File: src/rtl/mips32_pkg.sv
// Shared definitions for the mips32 core and its program loader:
// special instruction words, the opcode field and the loader state encoding.
package mips32_pkg;

  localparam logic [31:0] NOP_WORD   = 32'h0ce77800;
  localparam logic [31:0] HLT_WORD   = 32'hfc000000;
  localparam logic [5:0]  OP_HLT     = 6'h3f;
  localparam int          OPCODE_MSB = 31;
  localparam int          OPCODE_LSB = 26;

  typedef enum logic [2:0] {
    ST_IDLE,
    ST_LOAD,
    ST_PAD,
    ST_SEAL,
    ST_RUN,
    ST_DONE,
    ST_ERR
  } loader_state_e;

  function automatic logic [5:0] opcode(input logic [31:0] word);
    return word[OPCODE_MSB:OPCODE_LSB];
  endfunction

  function automatic logic is_hlt(input logic [31:0] word);
    return opcode(word) == OP_HLT;
  endfunction

endpackage

File: src/rtl/mips32_prog_loader.sv
// Streams a program into the mips32 instruction memory, optionally padding
// with NOPs and sealing with HLT, then runs the core until it halts.
module mips32_prog_loader #(
  parameter int ADDR_W  = 10,
  parameter int DEPTH   = 1024,
  parameter bit PAD_NOP = 1'b1
) (
  input  logic              clk1,
  input  logic              rst_n,
  input  logic              start,
  input  logic              s_valid,
  output logic              s_ready,
  input  logic [31:0]       s_data,
  input  logic              s_last,
  output logic              mem_we,
  output logic [ADDR_W-1:0] mem_addr,
  output logic [31:0]       mem_wdata,
  output logic              core_run,
  input  logic              halted,
  output logic              done,
  output logic              err_ovf,
  output logic [ADDR_W:0]   word_count
);

  import mips32_pkg::*;

  localparam logic [ADDR_W:0] DEPTH_L  = (ADDR_W + 1)'(DEPTH);
  localparam logic [ADDR_W:0] ADDR_ONE = (ADDR_W + 1)'(1);

  loader_state_e r_state;
  loader_state_e w_next_state;

  logic [ADDR_W:0]   r_addr;
  logic [ADDR_W:0]   r_word_count;
  logic              r_last_seen;
  logic              r_last_hlt;
  logic              r_s_ready;
  logic              r_mem_we;
  logic [ADDR_W-1:0] r_mem_addr;
  logic [31:0]       r_mem_wdata;
  logic              r_core_run;
  logic              r_done;
  logic              r_err_ovf;

  logic              w_full;
  logic              w_hs;
  logic              w_write;
  logic [31:0]       w_wdata;
  logic              w_restart;
  logic [ADDR_W:0]   w_next_addr;

  assign w_full = (r_addr == DEPTH_L);
  assign w_hs   = (r_state == ST_LOAD) && s_valid && r_s_ready;

  always_ff @(posedge clk1) begin
    if (!rst_n) begin
      r_state <= ST_IDLE;
    end else begin
      r_state <= w_next_state;
    end
  end

  // Every memory write (data, pad, seal) funnels through w_write so that the
  // overflow check and the address increment live in exactly one place.
  always_comb begin
    w_next_state = r_state;
    w_write      = 1'b0;
    w_wdata      = '0;
    w_restart    = 1'b0;
    case (r_state)
      ST_IDLE, ST_DONE, ST_ERR: begin
        if (start) begin
          w_next_state = ST_LOAD;
          w_restart    = 1'b1;
        end
      end
      ST_LOAD: begin
        if (s_valid && w_full) begin
          w_next_state = ST_ERR;
        end else if (w_hs) begin
          w_write = 1'b1;
          w_wdata = s_data;
          if (PAD_NOP && !is_hlt(s_data)) begin
            w_next_state = ST_PAD;
          end else if (s_last) begin
            w_next_state = ST_SEAL;
          end
        end
      end
      ST_PAD: begin
        if (w_full) begin
          w_next_state = ST_ERR;
        end else begin
          w_write      = 1'b1;
          w_wdata      = NOP_WORD;
          w_next_state = r_last_seen ? ST_SEAL : ST_LOAD;
        end
      end
      ST_SEAL: begin
        if (r_last_hlt) begin
          w_next_state = ST_RUN;
        end else if (w_full) begin
          w_next_state = ST_ERR;
        end else begin
          w_write      = 1'b1;
          w_wdata      = HLT_WORD;
          w_next_state = ST_RUN;
        end
      end
      ST_RUN: begin
        if (halted) begin
          w_next_state = ST_DONE;
        end
      end
      default: begin
        w_next_state = ST_IDLE;
      end
    endcase
  end

  always_comb begin
    w_next_addr = r_addr;
    if (w_restart) begin
      w_next_addr = '0;
    end else if (w_write) begin
      w_next_addr = r_addr + ADDR_ONE;
    end
  end

  // s_ready is computed from next state and next address so that it is
  // already low on the cycle the loader cannot take another word.
  always_ff @(posedge clk1) begin
    if (!rst_n) begin
      r_addr       <= '0;
      r_word_count <= '0;
      r_last_seen  <= 1'b0;
      r_last_hlt   <= 1'b0;
      r_s_ready    <= 1'b0;
      r_mem_we     <= 1'b0;
      r_mem_addr   <= '0;
      r_mem_wdata  <= '0;
      r_core_run   <= 1'b0;
      r_done       <= 1'b0;
      r_err_ovf    <= 1'b0;
    end else begin
      r_addr     <= w_next_addr;
      r_mem_we   <= w_write;
      r_s_ready  <= (w_next_state == ST_LOAD) && (w_next_addr != DEPTH_L);
      r_core_run <= (w_next_state == ST_RUN);

      if (w_write) begin
        r_mem_addr  <= r_addr[ADDR_W-1:0];
        r_mem_wdata <= w_wdata;
      end

      if (w_restart) begin
        r_word_count <= '0;
      end else if (w_write && (r_word_count != DEPTH_L)) begin
        r_word_count <= r_word_count + ADDR_ONE;
      end

      if (w_hs) begin
        r_last_seen <= s_last;
        r_last_hlt  <= is_hlt(s_data);
      end

      if (w_restart) begin
        r_done    <= 1'b0;
        r_err_ovf <= 1'b0;
      end else begin
        if ((r_state == ST_RUN) && (w_next_state == ST_DONE)) begin
          r_done <= 1'b1;
        end
        if (w_next_state == ST_ERR) begin
          r_err_ovf <= 1'b1;
        end
      end
    end
  end

  assign s_ready    = r_s_ready;
  assign mem_we     = r_mem_we;
  assign mem_addr   = r_mem_addr;
  assign mem_wdata  = r_mem_wdata;
  assign core_run   = r_core_run;
  assign done       = r_done;
  assign err_ovf    = r_err_ovf;
  assign word_count = r_word_count;

endmodule
File: config.mk
export PLATFORM = sky130hd
export DESIGN_NAME = mips32_prog_loader
export DESIGN_NICKNAME = d
export VERILOG_FILES = /design/src/rtl/mips32_pkg.sv /design/src/rtl/mips32_prog_loader.sv
export SDC_FILE = /design/constraint.sdc
export NUM_CORES = 1
export LEC_CHECK = 0
export BUFFER_PORTS_ARGS = -buffer_cell sky130_fd_sc_hd__buf_2
export CAP_MARGIN = 40
export CORE_MARGIN = 8
export CORE_UTILIZATION = 45
export DETAILED_ROUTE_END_ITERATION = 8
export PLACE_DENSITY = 0.71
export SLEW_MARGIN = 20
export SYNTH_ARGS = -nofsm -noshare
export SYNTH_HDL_FRONTEND = slang
export SYNTH_SLANG_ARGS = --single-unit
File: constraint.sdc
create_clock -name clk1 -period 2.4 [get_ports clk1]
set_clock_uncertainty 0.1 [all_clocks]
set_input_delay 0.12 -clock clk1 [delete_from_list [all_inputs] [get_ports clk1]]
set_output_delay 0.12 -clock clk1 [all_outputs]
set_load 0.01 [all_outputs]
Word-level counts from Yosys, hierarchy flattened:

Index checks and enable logic that the tools add are counted.

* logic and storage cells: 64
* bits in registers: 74
* bits of input ports: 38
* output and inout port bits: 58

* mux-type cells: 26
* equality and inequality tests: 14
* reductions and logical operators: 9
* bitwise operators: 1
* $add $sub $neg: 2

Operator list (count)
* 32-bit two-way mux: 4
* 32-bit case mux with 3 select lines: 1
* 28-bit two-way mux: 1
* 11-bit by 1-bit adder with 11-bit output, second input constant: 2
* 11-bit two-way mux: 2
* 11-bit inequality test, second input constant: 2
* 3-bit two-way mux: 7
* 3-bit == test, second input constant: 6
* 3-bit case mux with 5 select lines: 1
* 11-bit == test, second input constant: 1
* 3-bit by 1-bit == test with 1-bit output, second input constant: 2
* 3-bit by 2-bit == test with 1-bit output, second input constant: 2
* 6-bit == test, second input constant: 1
* 1-bit logical AND: 6
* 1-bit two-way mux: 6
* 2-bit two-way mux: 3
* 3-bit logical NOT: 1
* 1-bit case mux with 3 select lines: 1
* 3-bit OR reduction: 1
* 2-bit OR reduction: 1
* 1-bit NOT: 1

Logic depth before layout (Yosys ltp):

* word-level depth: 10
* mapped depth: 8
* mapped depth without buffers: 7

Worst setup path after synthesis:

OpenSTA, ideal clock, no wires.

* path kind: register to register
* start: register r_addr[2]
* end: register r_s_ready, in the netlist s_ready
* clock period less this slack: 2.131 ns
* stages on the path, launching flop included: 9
* data required time: 2.175 ns
* buffers on the path: 2
* arrival: 1.906 ns
* setup time: 0.125 ns
* slack: 0.269 ns
* cell sequence: dfxtp_1 buf_6 nor4_4 nand4_2 and2_4 buf_6 or4_1 a211oi_1 a31oi_1

* cells in the longest elaborated chain, start to end: 8
* elaborated cells on any way between the ends: 17
* classes of those cells: 1 x add/sub; 3 x eq/ne; 11 x mux; 2 x reduce/logical

Ends and longest elaborated chain
* start: declaration: RTL line mips32_prog_loader.sv:33 `logic [ADDR_W:0] r_addr;`
* start signal: assignment: RTL line mips32_prog_loader.sv:146 `r_addr <= w_next_addr;`
* 11-bit == test: RTL line mips32_prog_loader.sv:52 `assign w_full = (r_addr == DEPTH_L);`
* 1-bit two-way mux or 1-bit logical AND (tied branches): RTL line mips32_prog_loader.sv:91, mips32_prog_loader.sv:102, mips32_prog_loader.sv:78
* 1-bit two-way mux (on tied branches): RTL line mips32_prog_loader.sv:100, mips32_prog_loader.sv:78
* 1-bit case mux with 3 select lines: RTL line mips32_prog_loader.sv:70 `case (r_state)`
* 11-bit two-way mux: RTL line mips32_prog_loader.sv:125 `end else if (w_write) begin`
* 11-bit two-way mux: RTL line mips32_prog_loader.sv:123 `if (w_restart) begin`
* 11-bit inequality test: RTL line mips32_prog_loader.sv:148 `r_s_ready <= (w_next_state == ST_LOAD) && (w_next_addr != DEPTH_L);`
* 1-bit logical AND *: RTL line mips32_prog_loader.sv:148
* end signal: assignment: RTL line mips32_prog_loader.sv:148
* end: declaration: RTL line mips32_prog_loader.sv:37 `logic r_s_ready;`

Every way passes the cells marked *; elsewhere a longest branch is shown, timed or not.
A chain may end at the register's enable or synchronous reset.

Worst setup path after layout:

* start: register r_addr[0]
* end: register r_s_ready, in the netlist s_ready

The elaborated chain is that of the path after synthesis.

==> reports/results.tsv <==
stage	metric	value	unit
synth	async_flop_share	0	%
synth	ys_seq_elements	74	
grt	grt_max_degree	34	
clock_tree	cts.path.max_buffers	2	
setup_path	arrival	2330	ps
power_and_ir_drop	power.density	563	nW/um^2
layout	layout_common_cells	buf_2 (95), dfxtp_1 (74), nand2_1 (39), nor2_1 (38), dlygate4sd3_1 (34)	
route	wl_met2	4330	um
timing	tightest_slew	488	ps
route	drt-initial-drc-count	236	
power_and_ir_drop	power.clock.fraction	36.5	%
grt	antenna_found_initial	0	
floorplanning	fp.dieArea	10400	um^2
layout	drive_gt1_share	26.6	%
setup_path	critPathBufInv	0	
clock_tree	cts_setup_buffers	0	
timing	hold_viol_final	0	
route	wl	9230	um
route	via_per_inst	5.29	
route	m1WireLength	4000	um
synth	synth_edf_count	0	
placement	hpwl	6360	um
synth	synth-compound-area-share	20.7	%
layout	final_common_cell	buf_2	
power_and_ir_drop	power_frac_comb	11.9	%
clock_tree	cts_sinks	74	
setup_path	worst_setup_path_end_kind	register	
timing	fmax	0.454	GHz
synth	yosys.area_share.simple	22.8	%
floorplanning	io_pins	96	
synth	netlist_instances	385	
clock_tree	clk_pin_slew	80	ps
route	top_layer_used	met4	
clock_tree	clock_latency	340	ps
setup_path	path_cells	nand3_1, a2111oi_2, xor2_1, or4_1, a211oi_1, a31oi_1	
layout	antenna_cells	0	
setup_path	slowest_stage	a2111oi_2	
floorplanning	core_area	7180	um^2
hold_path	min_path_cells	3	
hold_path	hold_end	mem_wdata[17]	
setup_path	cp.required	2530	ps
placement	place.gp.congestion	0.917	
synth	synthDistinctLibCells	55	
grt	grt_overflow	0	
synth	synth_top_family_by_area	simple AND/OR/NAND/NOR gates	
clock_tree	htree_levels	3	
timing	hold_slack	70.6	ps
layout	num-nets-final	552	
power_and_ir_drop	p_sw_share	27.8	%
setup_path	reg2reg_to	s_ready	
timing	slew_violations	0	
synth	syn_nets	427	
timing	rsz0062_at_grt	no	
power_and_ir_drop	peakVddDrop	0.356	mV
timing	min_period	2200	ps
synth	ys_seq_area_share	44.7	%
setup_path	r2r-start	r_addr[0]	
synth	synthAdderAreaFrac	1.51	%
job	maxCapViolations	0	
grt	grt_first_pass_wirelength	15300	um
synth	synth.cell_area	3310	um^2
power_and_ir_drop	p_seq_share	51.7	%
route	firstDrtPassIters	4	
setup_path	crit_type	register to register	
route	route.detailed.drc	0	
route	vias	3248	
route	met3_length	727	um
power_and_ir_drop	leakagePower	1.85	nW
route	wl_per_cell	15.0	um
setup_path	r2r_setup_slack	200	ps
layout	area_delta_synth_final	33.3	%
placement	numPortBuffers	95	
grt	grt_pass1_vias	3271	
floorplanning	initial_core_util	46.1	%
synth	ys_warn_count	0	
clock_tree	cts_made_buffers	9	
setup_path	critPathLaunchType	register	
setup_path	cp_top_family	compound AO/OA/AOI/OAI gates	
floorplanning	die_y	102	um
run_status	status	finished clean	
grt	grt_usage	18.4	%
synth	synth-xor-area-share	4.76	%
setup_path	crit_fanout	6	
power_and_ir_drop	internal_power	1.79	mW
synth	ys.flop_type	dfxtp_1	
power_and_ir_drop	power.switching	691	uW
timing	fin_tns_setup	0	ps
synth	avgSynthCellArea	8.60	um^2
hold_path	hold_start	rst_n	
floorplanning	dieWidth	102	um
setup_path	critPathMaxStageDelay	490	ps
clock_tree	ctsRootBufferMaster	clkbuf_8	
synth	synth.mux.area_fraction	0.907	%
timing	setup_viol	0	
setup_path	r2r_cells	6	
timing	slew_headroom	67.3	%
clock_tree	tritoncts	done	
hold_path	min_path_type	input pin to register	
floorplanning	rows	31	
timing	period_share	91.9	%
route	ant_nets	0	
kinds of logic (layout without fill, tap and decap cells):
logic type               Yosys count  count (layout)
AND/OR/NAND/NOR                  145             145
AO/OA/AOI/OAI                    105             105
flip-flops                        74              74
buffers and inverters             36             166
XOR/XNOR                          18              18
adder cells (fa/ha/maj)            4               4
multiplexers                       3               3
stage by stage:
stage | std cells | util (%) | area, um^2 | worst slack, ps | power [mW]
after floorplan | 385 | - | 3310 | 269 | 1.45
after global placement | 563 | 54.1 | 3880 | 264 | 1.55
after detailed placement | 563 | 54.1 | 3880 | 247 | 1.56
after CTS | 613 | 61.4 | 4410 | 225 | 2.50
after global routing | 614 | 61.5 | 4410 | 23.0 | 2.59
final | 614 | 61.5 | 4410 | 195 | 2.48
flip-flops by register name, indices dropped and copies added (netlist names):
signal / count
r_state: 3
done: 1
s_ready: 1
core_run: 1
r_addr: 11
r_last_hlt: 1
mem_wdata: 32
mem_we: 1
mem_addr: 10
err_ovf: 1
word_count: 11
r_last_seen: 1
how the worst max path moves through the flow:
| stage | startpoint | to | slack [ps] | cells past startpoint |
|---|---|---|---|---|
| after floorplan | r_addr[2] | s_ready | 270 | 8 |
| after global placement | r_addr[0] | s_ready | 260 | 6 |
| after detailed placement | r_addr[0] | s_ready | 250 | 6 |
| after CTS | r_addr[0] | s_ready | 220 | 6 |
| after global routing | r_addr[0] | s_ready | 20 | 6 |
| final | r_addr[0] | s_ready | 200 | 6 |
final cells by class:
type / count / area, um^2
Fill cell: 637 / 2760
Multi-Input combinational cell: 275 / 1680
Sequential cell: 74 / 1480
Timing Repair Buffer: 142 / 913
Clock buffer: 9 / 124
Tap cell: 99 / 124
Clock inverter: 7 / 60.1
Inverter: 8 / 30.0
cells in the mapped netlist (2+ instances only):
library cell,number,area share (%)
a211oi_1,3,0.68
a21boi_0,9,2.0
a21oi_1,24,3.6
a22oi_1,17,3.9
a31oi_1,4,0.76
and3_1,4,0.76
and4_1,2,0.53
buf_1,3,0.34
buf_2,2,0.30
buf_6,2,0.68
clkbuf_1,21,2.4
dfxtp_1,74,45
ha_1,4,1.5
inv_1,8,0.91
mux2i_1,3,0.91
nand2_1,39,4.4
nand2b_1,3,0.57
nand3_1,11,1.7
nand4_1,7,1.3
nor2_1,38,4.3
nor2b_1,17,3.2
nor3_1,3,0.45
nor4b_1,2,0.53
o211ai_1,2,0.45
o21ai_0,28,4.2
o221a_2,3,1.0
or3_1,7,1.3
or4_1,2,0.45
xnor2_1,8,2.1
xor2_1,10,2.6
metal layers:
layer,up-vias,global-route usage (%)
li1,1605,-
met2,92,29.6
met4,0,8.02
met5,-,0
met1,1536,21.6
met3,15,6.46
worst reg2reg max path, stage by stage, from the launching register on:
cell	delay (ps)
dfxtp_1	480
nand3_1	180
a2111oi_2	490
xor2_1	120
or4_1	420
a211oi_1	210
a31oi_1	100
power by group through the flow:
stage / Combinational, mW / Sequential, mW / Clock, mW
after floorplan: 0.131 / 1.32 / 0
after global routing: 0.327 / 1.29 / 0.977
after global placement: 0.246 / 1.31 / 0
final: 0.295 / 1.28 / 0.906
after CTS: 0.292 / 1.28 / 0.930
after detailed placement: 0.249 / 1.31 / 0
repair_timing:
action                                 in CTS  in global routing
setup endpoints to repair                   0                  0
hold buffers                               34                  0
endpoints found under the hold margin      34                  0
resized for setup                           0                  0
No activity file was read; power rests on OpenSTA's default activity.
